<file path="src/rtl/pipe_skid_stage.sv">
// Valid/ready pipeline register with a two-entry skid buffer; 1-cycle latency, full throughput.
// in_ready_o comes from state only, so it drops one cycle after the skid entry fills.
module pipe_skid_stage #(
  parameter int                DATA_W      = 96,
  parameter int                CTRL_W      = 8,
  parameter logic [CTRL_W-1:0] CTRL_BUBBLE = {CTRL_W{1'b0}},
  parameter int                STALL_CNT_W = 16
) (
  input  logic                   clk_i,
  input  logic                   rst_i,
  input  logic                   flush_i,
  input  logic                   in_valid_i,
  output logic                   in_ready_o,
  input  logic [CTRL_W-1:0]      in_ctrl_i,
  input  logic [DATA_W-1:0]      in_data_i,
  output logic                   out_valid_o,
  input  logic                   out_ready_i,
  output logic [CTRL_W-1:0]      out_ctrl_o,
  output logic [DATA_W-1:0]      out_data_o,
  output logic [STALL_CNT_W-1:0] stall_cnt_o
);

  typedef enum logic [1:0] {
    EMPTY = 2'd0,
    FULL  = 2'd1,
    SKID  = 2'd2
  } state_e;

  localparam logic [STALL_CNT_W-1:0] CNT_ONE = {{(STALL_CNT_W-1){1'b0}}, 1'b1};

  state_e                   state_q, state_d;
  logic [CTRL_W-1:0]        main_ctrl_q, main_ctrl_d;
  logic [DATA_W-1:0]        main_data_q, main_data_d;
  logic [CTRL_W-1:0]        skid_ctrl_q, skid_ctrl_d;
  logic [DATA_W-1:0]        skid_data_q, skid_data_d;
  logic [STALL_CNT_W-1:0]   stall_cnt_q, stall_cnt_d;
  logic                     in_xfer, out_xfer;

  always_ff @(posedge clk_i) begin
    if (rst_i) begin
      state_q     <= EMPTY;
      main_ctrl_q <= CTRL_BUBBLE;
      main_data_q <= '0;
      skid_ctrl_q <= CTRL_BUBBLE;
      skid_data_q <= '0;
      stall_cnt_q <= '0;
    end else begin
      state_q     <= state_d;
      main_ctrl_q <= main_ctrl_d;
      main_data_q <= main_data_d;
      skid_ctrl_q <= skid_ctrl_d;
      skid_data_q <= skid_data_d;
      stall_cnt_q <= stall_cnt_d;
    end
  end

  always_comb begin
    in_xfer     = in_valid_i & in_ready_o;
    out_xfer    = out_valid_o & out_ready_i;
    state_d     = state_q;
    main_ctrl_d = main_ctrl_q;
    main_data_d = main_data_q;
    skid_ctrl_d = skid_ctrl_q;
    skid_data_d = skid_data_q;
    if (flush_i) begin
      // Data registers keep their contents; only the ctrl bundle is bubbled.
      state_d     = EMPTY;
      main_ctrl_d = CTRL_BUBBLE;
      skid_ctrl_d = CTRL_BUBBLE;
    end else begin
      unique case (state_q)
        EMPTY: begin
          if (in_xfer) begin
            state_d     = FULL;
            main_ctrl_d = in_ctrl_i;
            main_data_d = in_data_i;
          end
        end
        FULL: begin
          if (in_xfer && out_xfer) begin
            main_ctrl_d = in_ctrl_i;
            main_data_d = in_data_i;
          end else if (out_xfer) begin
            state_d = EMPTY;
          end else if (in_xfer) begin
            state_d     = SKID;
            skid_ctrl_d = in_ctrl_i;
            skid_data_d = in_data_i;
          end
        end
        SKID: begin
          if (out_xfer) begin
            state_d     = FULL;
            main_ctrl_d = skid_ctrl_q;
            main_data_d = skid_data_q;
          end
        end
        default: state_d = EMPTY;
      endcase
    end
  end

  always_comb begin
    stall_cnt_d = stall_cnt_q;
    if (out_valid_o && !out_ready_i && (stall_cnt_q != {STALL_CNT_W{1'b1}})) begin
      stall_cnt_d = stall_cnt_q + CNT_ONE;
    end
  end

  always_comb begin
    out_valid_o = (state_q != EMPTY);
    in_ready_o  = (state_q != SKID);
    out_ctrl_o  = (state_q != EMPTY) ? main_ctrl_q : CTRL_BUBBLE;
    out_data_o  = main_data_q;
    stall_cnt_o = stall_cnt_q;
  end

endmodule

</file>
<file path="config.mk">
export PLATFORM = sky130hd
export DESIGN_NAME = pipe_skid_stage
export DESIGN_NICKNAME = d
export VERILOG_FILES = /design/src/rtl/pipe_skid_stage.sv
export SDC_FILE = /design/constraint.sdc
export NUM_CORES = 1
export LEC_CHECK = 0
export CELL_PAD_IN_SITES_DETAIL_PLACEMENT = 1
export CELL_PAD_IN_SITES_GLOBAL_PLACEMENT = 1
export CORE_ASPECT_RATIO = 1.2
export CORE_MARGIN = 5
export CORE_UTILIZATION = 33
export CTS_BUF_LIST = sky130_fd_sc_hd__clkbuf_16
export CTS_CLUSTER_DIAMETER = 40
export DETAILED_ROUTE_END_ITERATION = 10
export GPL_ROUTABILITY_DRIVEN = 0
export GPL_TIMING_DRIVEN = 0
export PLACE_DENSITY = 0.83
export SLEW_MARGIN = 20
export SYNTH_ARGS = -nofsm -noshare
export SYNTH_HDL_FRONTEND = slang
export SYNTH_SLANG_ARGS = --single-unit
</file>
<file path="constraint.sdc">
create_clock -name clk_i -period 1.7 [get_ports clk_i]
set_clock_uncertainty 0.1 [all_clocks]
set_input_delay 0.34 -clock clk_i [delete_from_list [all_inputs] [get_ports clk_i]]
set_output_delay 0.34 -clock clk_i [all_outputs]
set_load 0.02 [all_outputs]
</file>
# After elaboration in Yosys (flattened, before gate mapping)
# Cells that the tools add are included.
dict set report op_classes {
  eq_ne 9
  mux 15
  n_addsub 1
  n_reduce_logical 13
  bitwise 5
}
# op n
set ops {}
lappend ops {{$mux W96} 3}
lappend ops {{$pmux W96 S3} 1}
lappend ops {{$mux W8} 4}
lappend ops {{$pmux W8 S3} 1}
lappend ops {{$add A16 B1 Y16 const B} 1}
lappend ops {{$ne A16 B16 Y1 const B} 1}
lappend ops {{$reduce_and A4 Y1} 3}
lappend ops {{$mux W2} 5}
lappend ops {{$ne A2 B2 Y1 const B} 5}
lappend ops {{$reduce_and A5 Y1} 2}
lappend ops {{$pmux W2 S3} 1}
lappend ops {{$logic_and A1 B1 Y1} 3}
lappend ops {{$ne A3 B3 Y1 const B} 1}
lappend ops {{$not A1 Y1} 3}
lappend ops {{$reduce_bool A3 Y1} 1}
lappend ops {{$and A1 B1 Y1} 2}
lappend ops {{$eq A2 B1 Y1 const B} 1}
lappend ops {{$eq A2 B2 Y1 const B} 1}
lappend ops {{$logic_not A2 Y1} 1}
lappend ops {{$reduce_bool A2 Y1} 1}
lappend ops {{$reduce_or A2 Y1} 1}
lappend ops {{$logic_not A1 Y1} 1}
dict set report totals {
  register_bits 226
  in_bits 109
}

# Logic depth before layout (Yosys ltp)
dict set report logic_depth {
  ltp_word 6
  ltp_mapped 8
  depth_no_buf 5
}

# Worst setup path before layout
# No wires, ideal clock.
dict set report synth_timing {
  path_kind {register -> register}
  start {register stall_cnt_q[0] (netlist: stall_cnt_o[0])}
  end {register stall_cnt_q[12] (netlist: stall_cnt_o[12])}
  path_stages_with_launch 5
  path_slack_ns -0.187
  t_required_ns 1.479
  arrival_ns 1.667
  n_path_buf 0
  cell_sequence {dfxtp_1 > ha_1 > nand4_1 > nor4b_1 > mux2_2}
}
dict set report synth_between {
  elab_chain_len 2
}
# item line_no
set synth_rtl {}
lappend synth_rtl {{start, declared} 36} ;# logic [STALL_CNT_W-1:0] stall_cnt_q, stall_cnt_d;
lappend synth_rtl {{start signal, assigned} 53} ;# stall_cnt_q <= stall_cnt_d;
lappend synth_rtl {{branches (longest 2 deep; another with $add A16 B1 Y16)} --}
# Several ways; the timed one is not identified.
# A chain may end at the register's enable or synchronous reset.

# Final worst setup path
dict set report layout_timing {
  start {register state_q[1]}
  end {register skid_data_q[81]}
}
dict set report layout_between {
  elab_chain_len 5
}
# item line_no
set layout_rtl {}
lappend layout_rtl {{start, declared} 31} ;# state_e state_q, state_d;
lappend layout_rtl {{start signal, assigned} 48} ;# state_q <= state_d;
lappend layout_rtl {{$ne A2 B2 Y1 / $reduce_bool A2 Y1 (equally long branches)} {112, 111}}
lappend layout_rtl {{$and A1 B1 Y1 (on tied branches)} {58, 59}}
lappend layout_rtl {{$logic_and A1 B1 Y1} 80} ;# if (in_xfer && out_xfer) begin
lappend layout_rtl {{$not A1 Y1 (no line)} --}
lappend layout_rtl {{$reduce_and A5 Y1 (no line) (*)} --}
lappend layout_rtl {{end signal, assigned} 52} ;# skid_data_q <= skid_data_d;
lappend layout_rtl {{end, declared} 35} ;# logic [DATA_W-1:0] skid_data_q, skid_data_d;
# Every way passes the cells marked *; elsewhere a longest branch is shown, timed or not.

==> summary.md <==
| Metric | Value |
|---|---|
| Status | `complete, but fails checks` |
| Failing checks | `setup timing` |
| Min-delay worst type | `in -> reg` |
| Synth Area in Simple Gates | `0.132` |
| Critical path type | `reg -> reg` |
| RSZ-0062 raised after global routing | `true` |
| Die H | `195 µm` |
| Slew @ Worst Pin | `0.873 ns` |
| Synth warn | `0` |
| Routed WL per cell | `25.0 µm` |
| WL final | `45,700 µm` |
| CTS root buf | `clkbuf_16` |
| Clock Sink Count | `226` |
| Total CTS buffers | `35` |
| Max Transition Viols Final | `0` |
| Via/cell ratio | `5.57` |
| DR pass1 iterations | `5` |
| Overall Global Routing Usage | `0.216` |
| # DRC | `0` |
| Maximum clock path buffer count | `3` |
| Vias in the first global route | `10,100` |
| Final ANT Viol Nets | `0` |
| Async set or reset register ratio after synthesis | `0` |
| Clock latency at the later pin of the worst-skew pair | `0.51 ns` |
| Layout cells sized above 1 | `0.365` |
| Max cap viols | `0` |
| Unique masters post-synth | `45` |
| Die area | `32,100 µm²` |
| Setup ws final | `-0.343 ns` |
| Synth-to-Final Area Change | `76.8%` |
| Core region area | `28,500 µm²` |
| # setup viols final | `232` |
| Adder-cell share of the synthesized area | `0.00132` |
| Antenna violations before repair | `4` |
| Post-Synth XOR/XNOR Area | `0` |
| Syn Inst Count | `1,063` |
| Synth Cell Area | `9450 µm²` |
| Post-synth EDFFs | `0` |
| VDD IR max | `0.000792 V` |
| Final worst path period share | `1.20` |
| FF+latch count, synth | `226` |
| Setup_tns | `-47.16 ns` |
| Top Ports | `231` |
| Tmin final | `2.04 ns` |
| Die X | `165 µm` |
| Total number of vias | `10,200` |
| Clock Pin Slew Worst Setup and Hold Paths | `0.06 ns` |
| Num rows | `68` |
| Combinational family with the most area after synthesis | `compound AO/OA/AOI/OAI gates` |
| Mux contribution to synthesized area | `0.115` |
| Placed Cells | `1,678` |
| Seq/Total Area, Yosys | `0.479` |
| Pin count of the biggest net entering global routing | `20` |
| Total gr overflow | `0` |
| Avg Cell Area, Syn | `8.89 µm²` |
| Pwr dens | `961 nW/µm²` |
| Worst-path fanout max | `8` |
| Syn nets | `1,173` |
| Layout Cells excl Fill | `1,830` |
| CP endpoint kind | `flop` |
| CTS Hold Bufs | `0` |
| Startpoint types | `flop` |
| CTS H-tree depth | `2` |
| Dpl hpwl | `24,400 µm` |
| Final Hold Fails | `0` |
| Top FF cell, synth | `dfxtp_1` |
| First-pass GRT wire length | `55,400 µm` |
| Starting DRT DRC Count | `505` |
| TritonCTS clock tree | `yes` |
| Nets@finish | `1,526` |
| Headroom to the max-slew limit | `0.418` |
| Leakage | `6.93 nW` |
| Synth Area in Compound Gates | `0.221` |
| Initial Util | `0.332` |
| IO buf count | `230` |
| CP required | `1.97 ns` |
| Fmax | `0.490 GHz` |
| Critical Path AT | `2.32 ns` |
==> timing repair <==
item,4_1_cts,5_1_grt
setup buffers,19,39
hold endpoints to repair,0,0
setup endpoints to repair,339,241
gates cloned,6,31
gates resized for setup,362,412
pin swaps,69,90
==> state kept, by name (all words and copies together), names as in the netlist <==
signal / count
skid_ctrl_q: 8
stall_cnt_o: 16
main_ctrl_q: 8
out_data_o: 96
state_q: 2
skid_data_q: 96
==> synthesized netlist by cell type (2+ instances only) <==
library cell	n	area [µm²]
buf_2	25	125
clkbuf_1	63	236
o41ai_1	2	17.5
mux2i_1	106	1060
buf_4	10	75.1
buf_6	2	22.5
a21oi_1	211	1060
or4_1	6	45.0
o31ai_1	5	37.5
nand2b_1	3	18.8
nor2_1	18	67.6
a311oi_1	97	850
o21ai_0	3	15.0
nand4_1	7	43.8
mux2_2	2	22.5
or3_1	4	25.0
inv_1	4	15.0
nor3_1	3	15.0
and2_1	2	12.5
nand3_1	4	20.0
buf_1	7	26.3
nand2_1	213	800
dfxtp_1	226	4520
a211oi_1	9	67.6
nor2b_1	11	68.8
==> layer usage <==
| layer | vias up | GRT usage | routed length (µm) |
|---|---|---|---|
| met1 | 5095 | 0.246 | 16700 |
| met2 | 383 | 0.393 | 24500 |
| li1 | 4589 | - | - |
| met5 | - | 0 | 13 |
| met4 | 2 | 0.0764 | 1990 |
| met3 | 132 | 0.0500 | 2520 |
==> path summary, 6_finish.rpt <==
kind	from	end	slack, ns	cells past startpoint
max	state_q[1]	skid_data_q[81]	-0.34	10
min	in_data_i[45]	skid_data_q[45]	0.32	3
max reg2reg	state_q[1]	skid_data_q[81]	-0.34	10
min reg2reg	skid_ctrl_q[6]	skid_ctrl_q[6]	0.36	2
==> worst max-delay path, cell delays in order (launching register included) <==
cell and delay, ns:
dfxtp_4 0.37, buf_4 0.14, buf_6 0.12, buf_4 0.12
and4bb_2 0.31, buf_8 0.12, nand2_8 0.11, buf_12 0.19
clkbuf_16 0.16, nand2_1 0.08, a21oi_1 0.08
==> final cells by class <==
class                      count  area, µm²
inverter                       4       15.0
tap                          385        482
clock inverter                26        369
multi-input combinational    726       5630
antenna                        3       7.51
timing repair buffer         323       3650
sequential                   226       4560
fill                        2980      11800
clock buffer                  37        926
buffer                       100       1070
==> placed cells by master (no fill, tap or decap), types with 5 or more instances in the layout <==
| cell | count |
|---|---|
| buf_8 | 23 |
| clkinvlp_4 | 7 |
| clkbuf_16 | 65 |
| clkbuf_2 | 34 |
| a311oi_2 | 77 |
| nand2_1 | 151 |
| nor2b_1 | 5 |
| dfxtp_2 | 12 |
| buf_16 | 5 |
| dlygate4sd2_1 | 89 |
| a311oi_1 | 18 |
| clkbuf_1 | 16 |
| nand2_2 | 59 |
| clkdlybuf4s50_1 | 106 |
| a21oi_1 | 151 |
| buf_12 | 30 |
| clkdlybuf4s15_1 | 13 |
| nand4_1 | 7 |
| nor2b_4 | 6 |
| buf_4 | 32 |
| buf_6 | 34 |
| mux2i_1 | 103 |
| clkbuf_4 | 5 |
| dfxtp_1 | 209 |
| dfxtp_4 | 5 |
| nor2_1 | 14 |
| a21oi_2 | 56 |
| a211oi_1 | 5 |
| bufinv_16 | 8 |
==> where the power goes <==
part / leakage [nW] / switching [mW] / internal [mW]
Combinational: 4.47 / 1.30 / 1.15
Clock: 0.614 / 2.76 / 5.21
Sequential: 1.85 / 0.148 / 5.49
==> through the flow <==
| step | power [mW] | setup slack, ns | util | area [µm²] | hold WS (ns) |
|---|---|---|---|---|---|
| 2_1_floorplan | 6.51 | -0.0486 | - | 9490 | 0.336 |
| 3_3_place_gp | 7.39 | -1.11 | 0.431 | 12300 | 0.341 |
| 3_5_place_dp | 7.43 | -1.13 | 0.431 | 12300 | 0.347 |
| 4_1_cts | 15.4 | -0.331 | 0.503 | 14300 | 0.309 |
| 5_1_grt | 16.5 | -0.382 | 0.586 | 16700 | 0.320 |
| 6_report | 16.1 | -0.343 | 0.586 | 16700 | 0.318 |
==> cells by family (layout without fill, tap and decap cells) <==
kind of cell / count (synthesis) / after routing
adder cells (fa/ha/maj): 1 / 1
multiplexers: 108 / 108
AND/OR/NAND/NOR: 285 / 285
flip-flops: 226 / 226
other: 0 / 3
AO/OA/AOI/OAI: 332 / 332
buffers and inverters: 111 / 490
(Power assumes the default switching activity.)
